<file path="src/rtl/int_to_real_pkg.sv">
// Shared definitions for the integer-to-binary64 converter.
//   state_t   : converter FSM states
//   DBL_*     : binary64 field widths and exponent bias
//   pack_dbl  : assembles sign/exponent/fraction into a 64-bit word
package int_to_real_pkg;

    typedef enum logic [1:0] {
        S_IDLE  = 2'd0,
        S_NORM  = 2'd1,
        S_ROUND = 2'd2,
        S_OUT   = 2'd3
    } state_t;

    localparam int DBL_BIAS   = 1023;
    localparam int DBL_EXP_W  = 11;
    localparam int DBL_FRAC_W = 52;
    localparam int DBL_W      = 64;

    function automatic logic [DBL_W-1:0] pack_dbl(
        input logic                  sign,
        input logic [DBL_EXP_W-1:0]  exponent,
        input logic [DBL_FRAC_W-1:0] fraction
    );
        return {sign, exponent, fraction};
    endfunction

endpackage

</file>
<file path="src/rtl/int_to_real_lzc.sv">
// 64-bit leading-zero counter (purely combinational).
//   value : word to scan, bit 63 is the most significant
//   count : number of zeros above the highest set bit; 64 for an all-zero word
module int_to_real_lzc (
    input  logic [63:0] value,
    output logic [6:0]  count
);

    // seen[gi] is set when any bit at or above position gi is one. The
    // number of set positions equals 64 - lzc, so counting them gives lzc.
    logic [63:0] seen;

    genvar gi;
    generate
        for (gi = 0; gi < 64; gi++) begin : g_seen
            assign seen[gi] = |value[63:gi];
        end
    endgenerate

    always_comb begin
        logic [6:0] ones;
        ones = 7'd0;
        for (int i = 0; i < 64; i++) begin
            ones = ones + 7'(seen[i]);
        end
        count = 7'd64 - ones;
    end

endmodule

</file>
<file path="src/rtl/int_to_real_cvt.sv">
// Sequential integer to IEEE-754 binary64 converter, round to nearest even.
// One operation in flight: IDLE (accept) -> NORM -> ROUND -> OUT (hold until
// out_ready). out_valid is high in the third cycle after the accept cycle.
//
// Parameters:
//   WIDTH  : input width, 2..64
//   SIGNED : 1 = in_data is two's complement, 0 = unsigned
// Ports:
//   clk, rst             : clock, synchronous active-high reset
//   in_valid/in_ready    : input handshake, in_data sampled on acceptance
//   in_data [WIDTH-1:0]  : integer to convert
//   out_valid/out_ready  : output handshake, out_data held while waiting
//   out_data [63:0]      : binary64 result
//   out_inexact          : only when INT_TO_REAL_INEXACT_EN is defined;
//                          1 when rounding discarded nonzero bits
module int_to_real_cvt
    import int_to_real_pkg::*;
#(
    parameter int WIDTH  = 64,
    parameter bit SIGNED = 1'b1
) (
    input  logic             clk,
    input  logic             rst,
    input  logic             in_valid,
    output logic             in_ready,
    input  logic [WIDTH-1:0] in_data,
    output logic             out_valid,
    input  logic             out_ready,
    output logic [DBL_W-1:0] out_data
`ifdef INT_TO_REAL_INEXACT_EN
    ,
    output logic             out_inexact
`endif
);

    localparam logic [DBL_EXP_W-1:0] EXP_TOP = DBL_EXP_W'(DBL_BIAS + DBL_W - 1);

    state_t state_reg, state_next;

    logic                 sign_reg;
    logic [63:0]          mag_reg;
    logic [63:0]          norm_reg;
    logic [DBL_EXP_W-1:0] exp_reg;
    logic [DBL_W-1:0]     out_data_reg;

    // ---------------- capture: sign and magnitude ----------------
    logic        in_sign;
    logic [63:0] in_ext;
    logic [63:0] in_mag;

    always_comb begin
        in_sign = SIGNED ? in_data[WIDTH-1] : 1'b0;
        if (SIGNED) begin
            in_ext = 64'($signed(in_data));
        end else begin
            in_ext = 64'(in_data);
        end
        // Negating modulo 2^64 and reading the result as unsigned makes the
        // most-negative value exact (-2^63 -> 2^63).
        in_mag = in_sign ? (~in_ext + 64'd1) : in_ext;
    end

    // ---------------- normalise ----------------
    logic [6:0]           lzc_cnt;
    logic [63:0]          norm_shift;
    logic [DBL_EXP_W-1:0] exp_norm;

    int_to_real_lzc u_lzc (
        .value (mag_reg),
        .count (lzc_cnt)
    );

    always_comb begin
        // A zero magnitude reports 64; the shift and exponent are bypassed so
        // the encoding collapses to +0.0.
        if (lzc_cnt[6]) begin
            norm_shift = 64'd0;
            exp_norm   = '0;
        end else begin
            norm_shift = mag_reg << lzc_cnt[5:0];
            exp_norm   = EXP_TOP - DBL_EXP_W'(lzc_cnt);
        end
    end

    // ---------------- round ----------------
    // norm_reg[63] is the hidden one (clear only for a zero input),
    // [62:11] the fraction, [10] guard, [9:0] sticky.
    logic                        guard_bit;
    logic                        sticky_bit;
    logic                        round_up;
    logic [DBL_EXP_W+DBL_FRAC_W-1:0] body_rnd;
    logic [DBL_W-1:0]            result;

    always_comb begin
        guard_bit  = norm_reg[10];
        sticky_bit = |norm_reg[9:0];
        round_up   = guard_bit & (sticky_bit | norm_reg[11]);
        // Adding across the concatenated exponent/fraction lets a fraction
        // carry-out bump the exponent and leave a zero fraction for free.
        body_rnd   = {exp_reg, norm_reg[62:11]} + (DBL_EXP_W+DBL_FRAC_W)'(round_up);
        if (norm_reg[63]) begin
            result = pack_dbl(sign_reg, body_rnd[DBL_EXP_W+DBL_FRAC_W-1:DBL_FRAC_W],
                              body_rnd[DBL_FRAC_W-1:0]);
        end else begin
            result = '0;
        end
    end

    // ---------------- FSM ----------------
    always_comb begin
        state_next = state_reg;
        case (state_reg)
            S_IDLE:  if (in_valid) state_next = S_NORM;
            S_NORM:  state_next = S_ROUND;
            S_ROUND: state_next = S_OUT;
            S_OUT:   if (out_ready) state_next = S_IDLE;
            default: state_next = S_IDLE;
        endcase
    end

    always_ff @(posedge clk) begin
        if (rst) begin
            state_reg    <= S_IDLE;
            sign_reg     <= 1'b0;
            mag_reg      <= '0;
            norm_reg     <= '0;
            exp_reg      <= '0;
            out_data_reg <= '0;
        end else begin
            state_reg <= state_next;
            case (state_reg)
                S_IDLE: begin
                    if (in_valid) begin
                        sign_reg <= in_sign;
                        mag_reg  <= in_mag;
                    end
                end
                S_NORM: begin
                    norm_reg <= norm_shift;
                    exp_reg  <= exp_norm;
                end
                S_ROUND: begin
                    out_data_reg <= result;
                end
                default: ;
            endcase
        end
    end

`ifdef INT_TO_REAL_INEXACT_EN
    logic inexact_reg;

    always_ff @(posedge clk) begin
        if (rst) begin
            inexact_reg <= 1'b0;
        end else if (state_reg == S_ROUND) begin
            inexact_reg <= guard_bit | sticky_bit;
        end
    end

    assign out_inexact = inexact_reg;
`else
    // No inexact flag in this build.
`endif

    // in_ready is gated by rst so it stays low during the reset cycle itself.
    assign in_ready  = (state_reg == S_IDLE) && !rst;
    assign out_valid = (state_reg == S_OUT);
    assign out_data  = out_data_reg;

endmodule

</file>
<file path="config.mk">
export PLATFORM = sky130hd
export DESIGN_NAME = int_to_real_cvt
export DESIGN_NICKNAME = d
export VERILOG_FILES = /design/src/rtl/int_to_real_pkg.sv /design/src/rtl/int_to_real_lzc.sv /design/src/rtl/int_to_real_cvt.sv
export SDC_FILE = /design/constraint.sdc
export NUM_CORES = 1
export LEC_CHECK = 0
export CORE_MARGIN = 10
export CORE_UTILIZATION = 40
export DETAILED_ROUTE_END_ITERATION = 7
export GPL_TIMING_DRIVEN = 1
export PLACE_DENSITY = 0.68
export REMOVE_ABC_BUFFERS = 1
export SLEW_MARGIN = 20
export SYNTH_ARGS = -nofsm -noshare
export SYNTH_HDL_FRONTEND = slang
export SYNTH_SLANG_ARGS = --single-unit
export TNS_END_PERCENT = 50
</file>
<file path="constraint.sdc">
create_clock -name clk -period 20.5 [get_ports clk]
set_clock_uncertainty 0.2 [all_clocks]
set_input_delay 2.05 -clock clk [delete_from_list [all_inputs] [get_ports clk]]
set_output_delay 2.05 -clock clk [all_outputs]
set_load 0.05 [all_outputs]
</file>
==> flow_metrics.tcl <==
set metrics [dict create \
    gp_congestion 0.969 \
    antenna_found_initial 0 \
    fin_util_pct 46.4 \
    core_area_um2 40600 \
    drc 0 \
    synth_area_um2 16400 \
    seq_area_frac_synth_pct 25.1 \
    cts_buffers 23 \
    cts_tree "yes" \
    crit_end "norm_reg[52]" \
    layout-drive-gt1-share_pct 9.43 \
    tns_ps 0 \
    grt_pass1_wl_um 82900 \
    period_minus_slack_ps 11960 \
    drt_iter0_drc 1099 \
    hold_viol 0 \
    cts.htree.levels 1 \
    cp-end-kind "flop" \
    routed_wl_um 52600 \
    layout_setup_ws_ps 8540 \
    grt_start_max_net_pins 114 \
    synth_edf_count 0 \
    ant_nets 0 \
    whs_ps 269 \
    routedWlPerCell_um 21.3 \
    hp-start "norm_reg[4]" \
    dp_slack_ps 8570 \
    syn_avg_cell_area_um2 8.70 \
    fmax_mhz 83.6 \
    rows 74 \
    fill_cells 3929 \
    reg2reg_setup_slack_ps 8540 \
    reg2regPathDepth 32 \
    rsz0062_at_grt "no" \
    cts_setup_buffers 0 \
    clkTransAtPathRegs_ps 60 \
    hpwl_um 40400 \
    area_growth_pct 14.9 \
    worstMarginPinSlew_ps 1100 \
    cts-resized-gates 0 \
    dieWidth_um 222 \
    drv_cap 0 \
    synthArstFlopShare_pct 0 \
    drv_slew 0 \
    grt_usage_pct 20.4 \
    status "complete, no violations" \
    r2r-end "norm_reg[52]" \
    initial_core_util_pct 40.3 \
    maxSlewHeadroom_pct 26.4 \
    first_pass_iters 6 \
    synth_cell_types 74 \
    nets 2118 \
    cp-startpoint "mag_reg[60]" \
    critPathKind "reg2reg" \
    crit_arrival_ps 12180 \
    root_buffer "clkbuf_16" \
    dieArea_um2 49500 \
    critPathLaunchType "flop" \
    io_buffers 133 \
    yosysWarningCount 0 \
    grt_overflow 0 \
    io_pins 134 \
    finalCritPeriodShare_pct 58.3 \
    netlist_instances 1885 \
    die_h_um 222 \
    cp_max_fo 56 \
    vias_per_cell 5.99 \
    synth-seq-cells 206 \
    insertion_delay_ps 540 \
    hold_class "reg2reg" \
    max_stage_delay_ps 970 \
    synthFlopType "dfxtp_1" \
    regToRegStartpoint "mag_reg[60]" \
    cts_sinks 206 \
    cp.required_ps 20720 \
    antennaDiodeCount 0 \
    num_vias 14800 \
    grt_pass1_vias 14300 \
    cp_slowest_cell "fa_4" \
    hold_buffers 0 \
    setup_viol 0 \
    cts_buffer_depth 3 \
]
## critical path, delay by kind of cell, from the launching register on
kind                     cells  cell delay [ps]
buffers and inverters        9             1310
adder cells (fa/ha/maj)     12             5520
AO/OA/AOI/OAI                3              630
AND/OR/NAND/NOR              7             3090
flip-flops                   1              340
multiplexers                 1              670
## cells in the final DEF (no fill, tap or decap), types with 8 or more instances in the layout
cell	n
or3_1	22
nor4_1	38
xor2_1	85
or4_1	19
nand2b_1	8
o41ai_1	18
buf_4	23
a22oi_1	49
o22ai_1	9
nor2_1	127
clkbuf_16	23
nand2_1	173
dfxtp_1	206
xnor2_1	38
a22o_1	50
ha_1	70
o21ai_0	70
mux2_2	20
inv_1	118
a21oi_1	71
clkdlybuf4s50_1	131
or2_2	13
fa_1	50
and2_1	13
mux2i_1	57
nand4_1	23
mux4_2	67
nor3_1	56
a32oi_1	8
a31oi_1	18
nand3_1	60
and4_1	16
and3_1	12
a211oi_1	47
o31ai_1	26
## area by class of cell
class	count	area [um^2]	area share, %
Multi-Input combinational cell	1420	11400	60.3
Tap cell	532	666	3.53
Inverter	121	454	2.41
Sequential cell	206	4120	21.9
Clock buffer	32	669	3.55
Timing Repair Buffer	155	1490	7.90
Clock inverter	6	86.3	0.458
## routing by layer
metal	GRT usage (%)	up-vias	routed length, um
met4	7.67	0	2030
met2	33.4	545	24400
li1	-	7029	-
met5	0	-	0
met1	26.2	7125	22700
met3	3.47	106	3430
## cell usage after synthesis (13+ instances only)
library cell | instances | area (um^2)
nor2_1 | 131 | 492
o31ai_1 | 26 | 195
a22oi_1 | 49 | 368
ha_1 | 72 | 901
and4_1 | 16 | 140
or4_1 | 19 | 143
nand3_1 | 60 | 300
clkbuf_1 | 110 | 413
a31oi_1 | 18 | 113
mux4_2 | 67 | 1510
nand4_1 | 23 | 144
o41ai_1 | 18 | 158
o21ai_0 | 70 | 350
or3_1 | 22 | 138
mux2i_1 | 57 | 571
xnor2_1 | 39 | 342
a21oi_1 | 71 | 355
mux2_2 | 20 | 225
buf_1 | 16 | 60.1
nor4_1 | 38 | 238
fa_1 | 51 | 1020
nand2_1 | 173 | 649
a22o_1 | 50 | 438
xor2_1 | 86 | 753
dfxtp_1 | 206 | 4120
nor3_1 | 58 | 290
a211oi_1 | 47 | 353
or2_2 | 13 | 81.3
inv_1 | 119 | 447
and2_1 | 13 | 81.3
## how the worst min path moves through the flow
stage | end | slack, ps | depth (start not counted)
after detailed placement | norm_reg[4] | 260 | 2
after global placement | norm_reg[0] | 250 | 2
after CTS | norm_reg[4] | 270 | 2
after floorplan | sign_reg | 230 | 2
final | norm_reg[4] | 270 | 2
after global routing | norm_reg[3] | 280 | 2
## stage by stage
stage               area (um^2)  instances
global placement          18100       2434
detailed placement        18100       2434
finish                    18800       2472
floorplan                 15900       1747
CTS                       18800       2472
global route              18800       2472
## logic make-up after synthesis
logic type | count (synthesis) | share of synthesized area [%]
multiplexers | 144 | 14.1
XOR/XNOR | 125 | 6.68
buffers and inverters | 259 | 6.06
flip-flops | 206 | 25.1
AO/OA/AOI/OAI | 416 | 17.7
adder cells (fa/ha/maj) | 123 | 11.7
AND/OR/NAND/NOR | 612 | 18.7
Power is not shown: default switching activity piles up to over one toggle a cycle in this logic, so the estimate is an artifact.
